$ cat src/rtl/uart_pkg.sv
// Shared types and constants for the UART result-word serializer.
// Build option UART_DOUT_HDR_EN selects 4-byte frames with a sequence header.
package uart_pkg;

  typedef enum logic [2:0] {IDLE, HDR, BYTE_L, BYTE_M, BYTE_H} dout_fsm_t;

  localparam logic [3:0] UART_DOUT_HDR_TAG = 4'hA;

`ifdef UART_DOUT_HDR_EN
  localparam int UART_DOUT_FRAME_LEN = 4;
`else
  localparam int UART_DOUT_FRAME_LEN = 3;
`endif

endpackage

$ cat src/rtl/uart_dout_fifo.sv
// Result-word buffer: synchronous FIFO, head word presented on rdata while non-empty.
// Status flags come straight from the pointer flops, so a pop frees space one cycle later.
module uart_dout_fifo #(
  parameter int DATA_W     = 21,
  parameter int FIFO_DEPTH = 2
) (
  input  logic              clk,
  input  logic              rst,
  input  logic              push,
  input  logic              pop,
  input  logic              flush,
  input  logic [DATA_W-1:0] wdata,
  output logic [DATA_W-1:0] rdata,
  output logic              empty,
  output logic              full
);

  localparam int AW = $clog2(FIFO_DEPTH);
  localparam logic [AW:0] PTR_ONE = 1;

  logic [AW:0]       wr_ptr_q, wr_ptr_d;
  logic [AW:0]       rd_ptr_q, rd_ptr_d;
  logic [DATA_W-1:0] mem_q [FIFO_DEPTH];
  logic              do_push;
  logic              do_pop;

  assign empty = (wr_ptr_q == rd_ptr_q);
  assign full  = (wr_ptr_q[AW] != rd_ptr_q[AW]) && (wr_ptr_q[AW-1:0] == rd_ptr_q[AW-1:0]);
  assign rdata = mem_q[rd_ptr_q[AW-1:0]];

  always_comb begin
    do_push  = push && !full;
    do_pop   = pop && !empty;
    wr_ptr_d = wr_ptr_q;
    rd_ptr_d = rd_ptr_q;
    if (flush) begin
      wr_ptr_d = '0;
      rd_ptr_d = '0;
    end else begin
      if (do_push) wr_ptr_d = wr_ptr_q + PTR_ONE;
      if (do_pop)  rd_ptr_d = rd_ptr_q + PTR_ONE;
    end
  end

  always_ff @(posedge clk) begin
    if (rst) begin
      wr_ptr_q <= '0;
      rd_ptr_q <= '0;
    end else begin
      wr_ptr_q <= wr_ptr_d;
      rd_ptr_q <= rd_ptr_d;
    end
  end

  always_ff @(posedge clk) begin
    if (do_push && !flush) mem_q[wr_ptr_q[AW-1:0]] <= wdata;
  end

endmodule

$ cat src/rtl/uart_dout_serializer.sv
// Buffers algorithm result words and sends each as a byte frame L, M, H to the UART TX FIFO.
// UART_DOUT_HDR_EN prepends a header byte {A, seq} to every frame.
//
// state  | meaning
// IDLE   | no frame in progress, pop head word when buffer non-empty
// HDR    | sending header byte {tag, seq} (UART_DOUT_HDR_EN only)
// BYTE_L | sending data[7:0]
// BYTE_M | sending data[15:8]
// BYTE_H | sending zero-padded data[DATA_W-1:16]; pop next word for back-to-back frames
module uart_dout_serializer
  import uart_pkg::*;
#(
  parameter int DATA_W     = 21,
  parameter int FIFO_DEPTH = 2
) (
  input  logic              clk,
  input  logic              rst,
  input  logic              cr_en,
  input  logic              cr_rst,
  input  logic [DATA_W-1:0] dout_data,
  input  logic              dout_vld,
  output logic              dout_rdy,
  output logic [7:0]        tx_data,
  output logic              tx_vld,
  input  logic              tx_rdy,
  output logic              buf_empty,
  output logic              buf_full,
  output logic              busy,
  output logic              frame_done
);

  logic              flush;
  logic              pop;
  logic [DATA_W-1:0] head;
  dout_fsm_t         state_q, state_d;
  logic [23:0]       sh_q, sh_d;

`ifdef UART_DOUT_HDR_EN
  localparam dout_fsm_t FIRST = HDR;
  logic [3:0] seq_q, seq_d;
`else
  localparam dout_fsm_t FIRST = BYTE_L;
`endif

  assign flush    = rst || cr_rst;
  assign dout_rdy = cr_en && !flush && !buf_full;

  uart_dout_fifo #(
    .DATA_W     (DATA_W),
    .FIFO_DEPTH (FIFO_DEPTH)
  ) u_fifo (
    .clk   (clk),
    .rst   (rst),
    .push  (dout_vld && dout_rdy),
    .pop   (pop),
    .flush (cr_rst),
    .wdata (dout_data),
    .rdata (head),
    .empty (buf_empty),
    .full  (buf_full)
  );

  always_ff @(posedge clk) begin
    if (flush) begin
      state_q <= IDLE;
      sh_q    <= '0;
    end else begin
      state_q <= state_d;
      sh_q    <= sh_d;
    end
  end

  // The shift register always presents the current byte in its low 8 bits.
  always_comb begin
    state_d = state_q;
    sh_d    = sh_q;
    pop     = 1'b0;
    case (state_q)
      IDLE: begin
        if (!buf_empty) begin
          pop     = 1'b1;
          sh_d    = 24'(head);
          state_d = FIRST;
        end
      end
`ifdef UART_DOUT_HDR_EN
      HDR: begin
        if (tx_rdy) state_d = BYTE_L;
      end
`endif
      BYTE_L: begin
        if (tx_rdy) begin
          sh_d    = sh_q >> 8;
          state_d = BYTE_M;
        end
      end
      BYTE_M: begin
        if (tx_rdy) begin
          sh_d    = sh_q >> 8;
          state_d = BYTE_H;
        end
      end
      BYTE_H: begin
        if (tx_rdy) begin
          if (!buf_empty) begin
            pop     = 1'b1;
            sh_d    = 24'(head);
            state_d = FIRST;
          end else begin
            state_d = IDLE;
          end
        end
      end
      default: state_d = IDLE;
    endcase
  end

  // Outputs are suppressed during a flush so an aborted frame leaks no extra byte.
  always_comb begin
    tx_vld     = 1'b0;
    tx_data    = 8'h00;
    frame_done = 1'b0;
    busy       = (state_q != IDLE);
    if (!flush) begin
      case (state_q)
`ifdef UART_DOUT_HDR_EN
        HDR: begin
          tx_vld  = 1'b1;
          tx_data = {UART_DOUT_HDR_TAG, seq_q};
        end
`endif
        BYTE_L, BYTE_M: begin
          tx_vld  = 1'b1;
          tx_data = sh_q[7:0];
        end
        BYTE_H: begin
          tx_vld     = 1'b1;
          tx_data    = sh_q[7:0];
          frame_done = tx_rdy;
        end
        default: ;
      endcase
    end
  end

`ifdef UART_DOUT_HDR_EN
  always_comb begin
    seq_d = frame_done ? seq_q + 4'd1 : seq_q;
  end

  always_ff @(posedge clk) begin
    if (flush) seq_q <= 4'd0;
    else       seq_q <= seq_d;
  end
`endif

endmodule

$ cat config.mk
export PLATFORM = sky130hd
export DESIGN_NAME = uart_dout_serializer
export DESIGN_NICKNAME = d
export VERILOG_FILES = /design/src/rtl/uart_pkg.sv /design/src/rtl/uart_dout_fifo.sv /design/src/rtl/uart_dout_serializer.sv
export SDC_FILE = /design/constraint.sdc
export NUM_CORES = 1
export LEC_CHECK = 0
export BUFFER_PORTS_ARGS = -buffer_cell sky130_fd_sc_hd__buf_4
export CORE_MARGIN = 2
export CORE_UTILIZATION = 61
export DETAILED_ROUTE_END_ITERATION = 7
export PLACE_DENSITY = 0.87
export SYNTH_ARGS = -nofsm -noshare
export SYNTH_HDL_FRONTEND = slang
export SYNTH_SLANG_ARGS = --single-unit
$ cat constraint.sdc
create_clock -name clk -period 8.3 [get_ports clk]
set_input_delay 0.83 -clock clk [delete_from_list [all_inputs] [get_ports clk]]
set_output_delay 0.83 -clock clk [all_outputs]
set_load 0.05 [all_outputs]
==> results.sh <==
export IMPL_die_area_um2=5370
export IMPL_grt_max_degree=29
export IMPL_wl_per_cell_um=15.93
export IMPL_vdd_drop_max_uv=190.6
export IMPL_skew_ps=11.18
export IMPL_fmax_mhz=331.5
export IMPL_hold_path_class="reg -> reg"
export IMPL_whs_ps=459.1
export IMPL_netlist_instances=229
export IMPL_maxCapViolCount=0
export IMPL_setup_tns_ps=0
export IMPL_cp_top_family="simple AND/OR/NAND/NOR gates"
export IMPL_status="complete, no violations"
export IMPL_final_layout_size_suffix_gt1_frac=0.2747
export IMPL_synth_distinct_cells=33
export IMPL_cp_required_ps=7470
export IMPL_core_area_um2=4661
export IMPL_htreeDepth=3
export IMPL_path_max_fanout=24
export IMPL_setup_ws_ps=5283
export IMPL_rsz0062_at_grt="no"
export IMPL_wirelength_mm=5.208
export IMPL_ys_warn_count=0
export IMPL_ys_seq_elements=71
export IMPL_firstDrtPassIters=5
export IMPL_total_power_mw=0.7314
export IMPL_crit_type="in -> out"
export IMPL_dr_first_iter_drc_count=181
export IMPL_cts_made_buffers=9
export IMPL_grt_antenna_before_repair=0
export IMPL_drcViolationCount=0
export IMPL_die_h_um=73.28
export IMPL_setup_viol=0
export IMPL_synth_largest_area_cell="edfxtp_1"
export IMPL_io_buffers=40
export IMPL_dp_hpwl_mm=3.274
export IMPL_gp_congestion=0.8226
export IMPL_grt_pass1_vias=1759
export IMPL_synthTopCellsByArea="edfxtp_1 43%, dfxtp_1 20%, mux2i_1 7.2%"
export IMPL_cts_tree="done"
export IMPL_clk_pin_slew_ps=70
export IMPL_leakage_nw=1.211
export IMPL_final_net_count=295
export IMPL_worst_slew_pin_transition_ps=1194
export IMPL_fp_row_count=25
export IMPL_avgSynthCellArea_um2=12.79
export IMPL_pwr_density_cell_nw_per_um2=211.1
export IMPL_syn_area_um2=2928
export IMPL_cts_sinks=71
export IMPL_cp_slowest_cell="or2_2"
export IMPL_maxSlewHeadroom=0.2027
export IMPL_die_w_um=73.28
export IMPL_setup_worst_path_end_class="output port"
export IMPL_timing_final_max_slew_violations=0
export IMPL_cp_cell_sequence="buf_4 > or2_2 > nor2_1 > and2_1 > buf_4"
export IMPL_critPathLaunchType="input port"
export IMPL_start_util=0.6282
export IMPL_grt_util_all_layers=0.2165
export IMPL_crit_top_cell="buf_4"
export IMPL_dp_cells=311
export IMPL_detail_route_antenna_nets=0
export IMPL_yosysTopAreaCellShare=0.4308
export IMPL_ctsResizeCount=0
export IMPL_diodes=0
export IMPL_cts_root_buf="clkbuf_8"
export IMPL_yosysSeqAreaShare=0.6291
export IMPL_fillerInstances=313
export IMPL_cts_buffer_depth=2
export IMPL_clk_latency_ps=340
export IMPL_area_growth_syn_to_layout_pct=18.33
export IMPL_synth_nets=256
export IMPL_finalCritPeriodShare=0.3635
export IMPL_vias=1907
export IMPL_hold_viol_final=0
export IMPL_dpl_worst_slack_ps=5264
export IMPL_layout_cells_non_filler=327
export IMPL_viasPerCell=5.832
export IMPL_ios=41
export IMPL_arrival_ps=2190
export IMPL_grt_overflow_total=0
export IMPL_holdBufCountCts=0
export IMPL_timing_final_crit_period_ps=3017
export IMPL_max_stage_delay_ps=480
export IMPL_grt_pass1_wl_mm=8.369
export IMPL_critPathBufInv=2
export IMPL_post_cts_buffers=0
## worst register-to-register path, stage by stage (launching register included)
cell and delay (ps):
dfxtp_1 410, nor2b_1 210, and2_1 670, nor3_2 260
o2bb2ai_1 200
## stage by stage
step                      cell area [um^2]  utilization
after global placement                3244       0.6961
after detailed placement              3244       0.6961
after global routing                  3465       0.7434
after CTS                             3465       0.7434
after floorplan                       2928            -
final                                 3465       0.7434
## power by group
part	switching (mW)	internal (mW)
Clock	0.125	0.176
Combinational	0.0267	0.0210
Sequential	0.00459	0.378
## cell type report
class                           instances  area (um^2)  area share
Multi-Input combinational cell        140         1001      0.2889
Inverter                                3        11.26    0.003250
Clock buffer                           10        137.6     0.03973
Timing Repair Buffer                   43        322.8     0.09317
Sequential cell                        71         1842      0.5316
Clock inverter                          6        82.58     0.02384
Tap cell                               54        67.56     0.01950
## Yosys cell counts
cell       number
and3_1          1
o22a_1          2
o221ai_2       10
nand2_1        21
buf_2           6
nor3_1          3
a31oi_1         1
o211a_4         1
dfxtp_1        29
buf_1           1
nor2b_1         1
clkbuf_1        5
nand3_1        14
o211ai_2        1
a21oi_1        17
nor2_1         12
o21ai_0         1
nor3b_1         1
nor3_2          1
inv_1           3
edfxtp_1       42
o2bb2ai_1       8
xor2_2          1
o221ai_1        3
nand2b_1        2
buf_4           2
buf_6           1
or2_2           2
or3_1           1
and2_1          9
xnor2_1         5
xor2_1          1
mux2i_1        21
## worst paths after layout
path                    from         end  slack (ps)  cells past startpoint
setup / recovery      cr_rst  tx_data[3]        5280                      5
hold / removal       sh_q[3]     sh_q[3]         460                      2
setup reg to reg  state_q[1]    sh_q[15]        6440                      4
hold reg to reg      sh_q[3]     sh_q[3]         460                      2
## cell families (layout without fill, tap and decap cells)
family | Yosys count | count (layout) | synth area share
compound gates | 44 | 44 | 0.1333
xor+xnor | 7 | 7 | 0.02351
buf+inv | 18 | 62 | 0.03077
flops | 71 | 71 | 0.6291
mux | 21 | 21 | 0.07179
simple gates | 68 | 68 | 0.1115
## routing by layer
metal / up-vias / GRT usage / routed length, um
li1: 923 / - / -
met1: 919 / 0.3004 / 2350
met5: - / 0 / 0
met3: 6 / 0.06310 / 245
met2: 59 / 0.3083 / 2537
met4: 0 / 0.1152 / 76
## flip-flops by register name, summed over array words and instances (netlist names), named ones only
register	flops
state_q	3
u_fifo.rd_ptr_q	2
sh_q	21
u_fifo.wr_ptr_q	2
u_fifo.mem_q	42
## layout by cell type, fill, tap and decap left out
cell and count:
o221ai_2 10, nand2_1 21, or2_2 2, xor2_2 1, nand3_1 14, and2_1 9, o22a_1 2, o2bb2ai_1 8
inv_6 1, edfxtp_1 42, xnor2_1 5, nor2_1 12, clkinv_2 2, bufinv_16 2, or3_1 1, dfxtp_1 29
o211ai_2 1, nor3_1 2, clkbuf_8 10, o21ai_0 1, nor2b_1 1, nor3b_1 1, inv_1 3, nand2b_1 2
o211a_4 1, and3_1 1, xor2_1 1, mux2i_1 21, o221ai_1 3, a21oi_1 17, clkinv_1 1, buf_4 43
nor3_2 2, a31oi_1 1
Power figures use the tool's default switching activity.
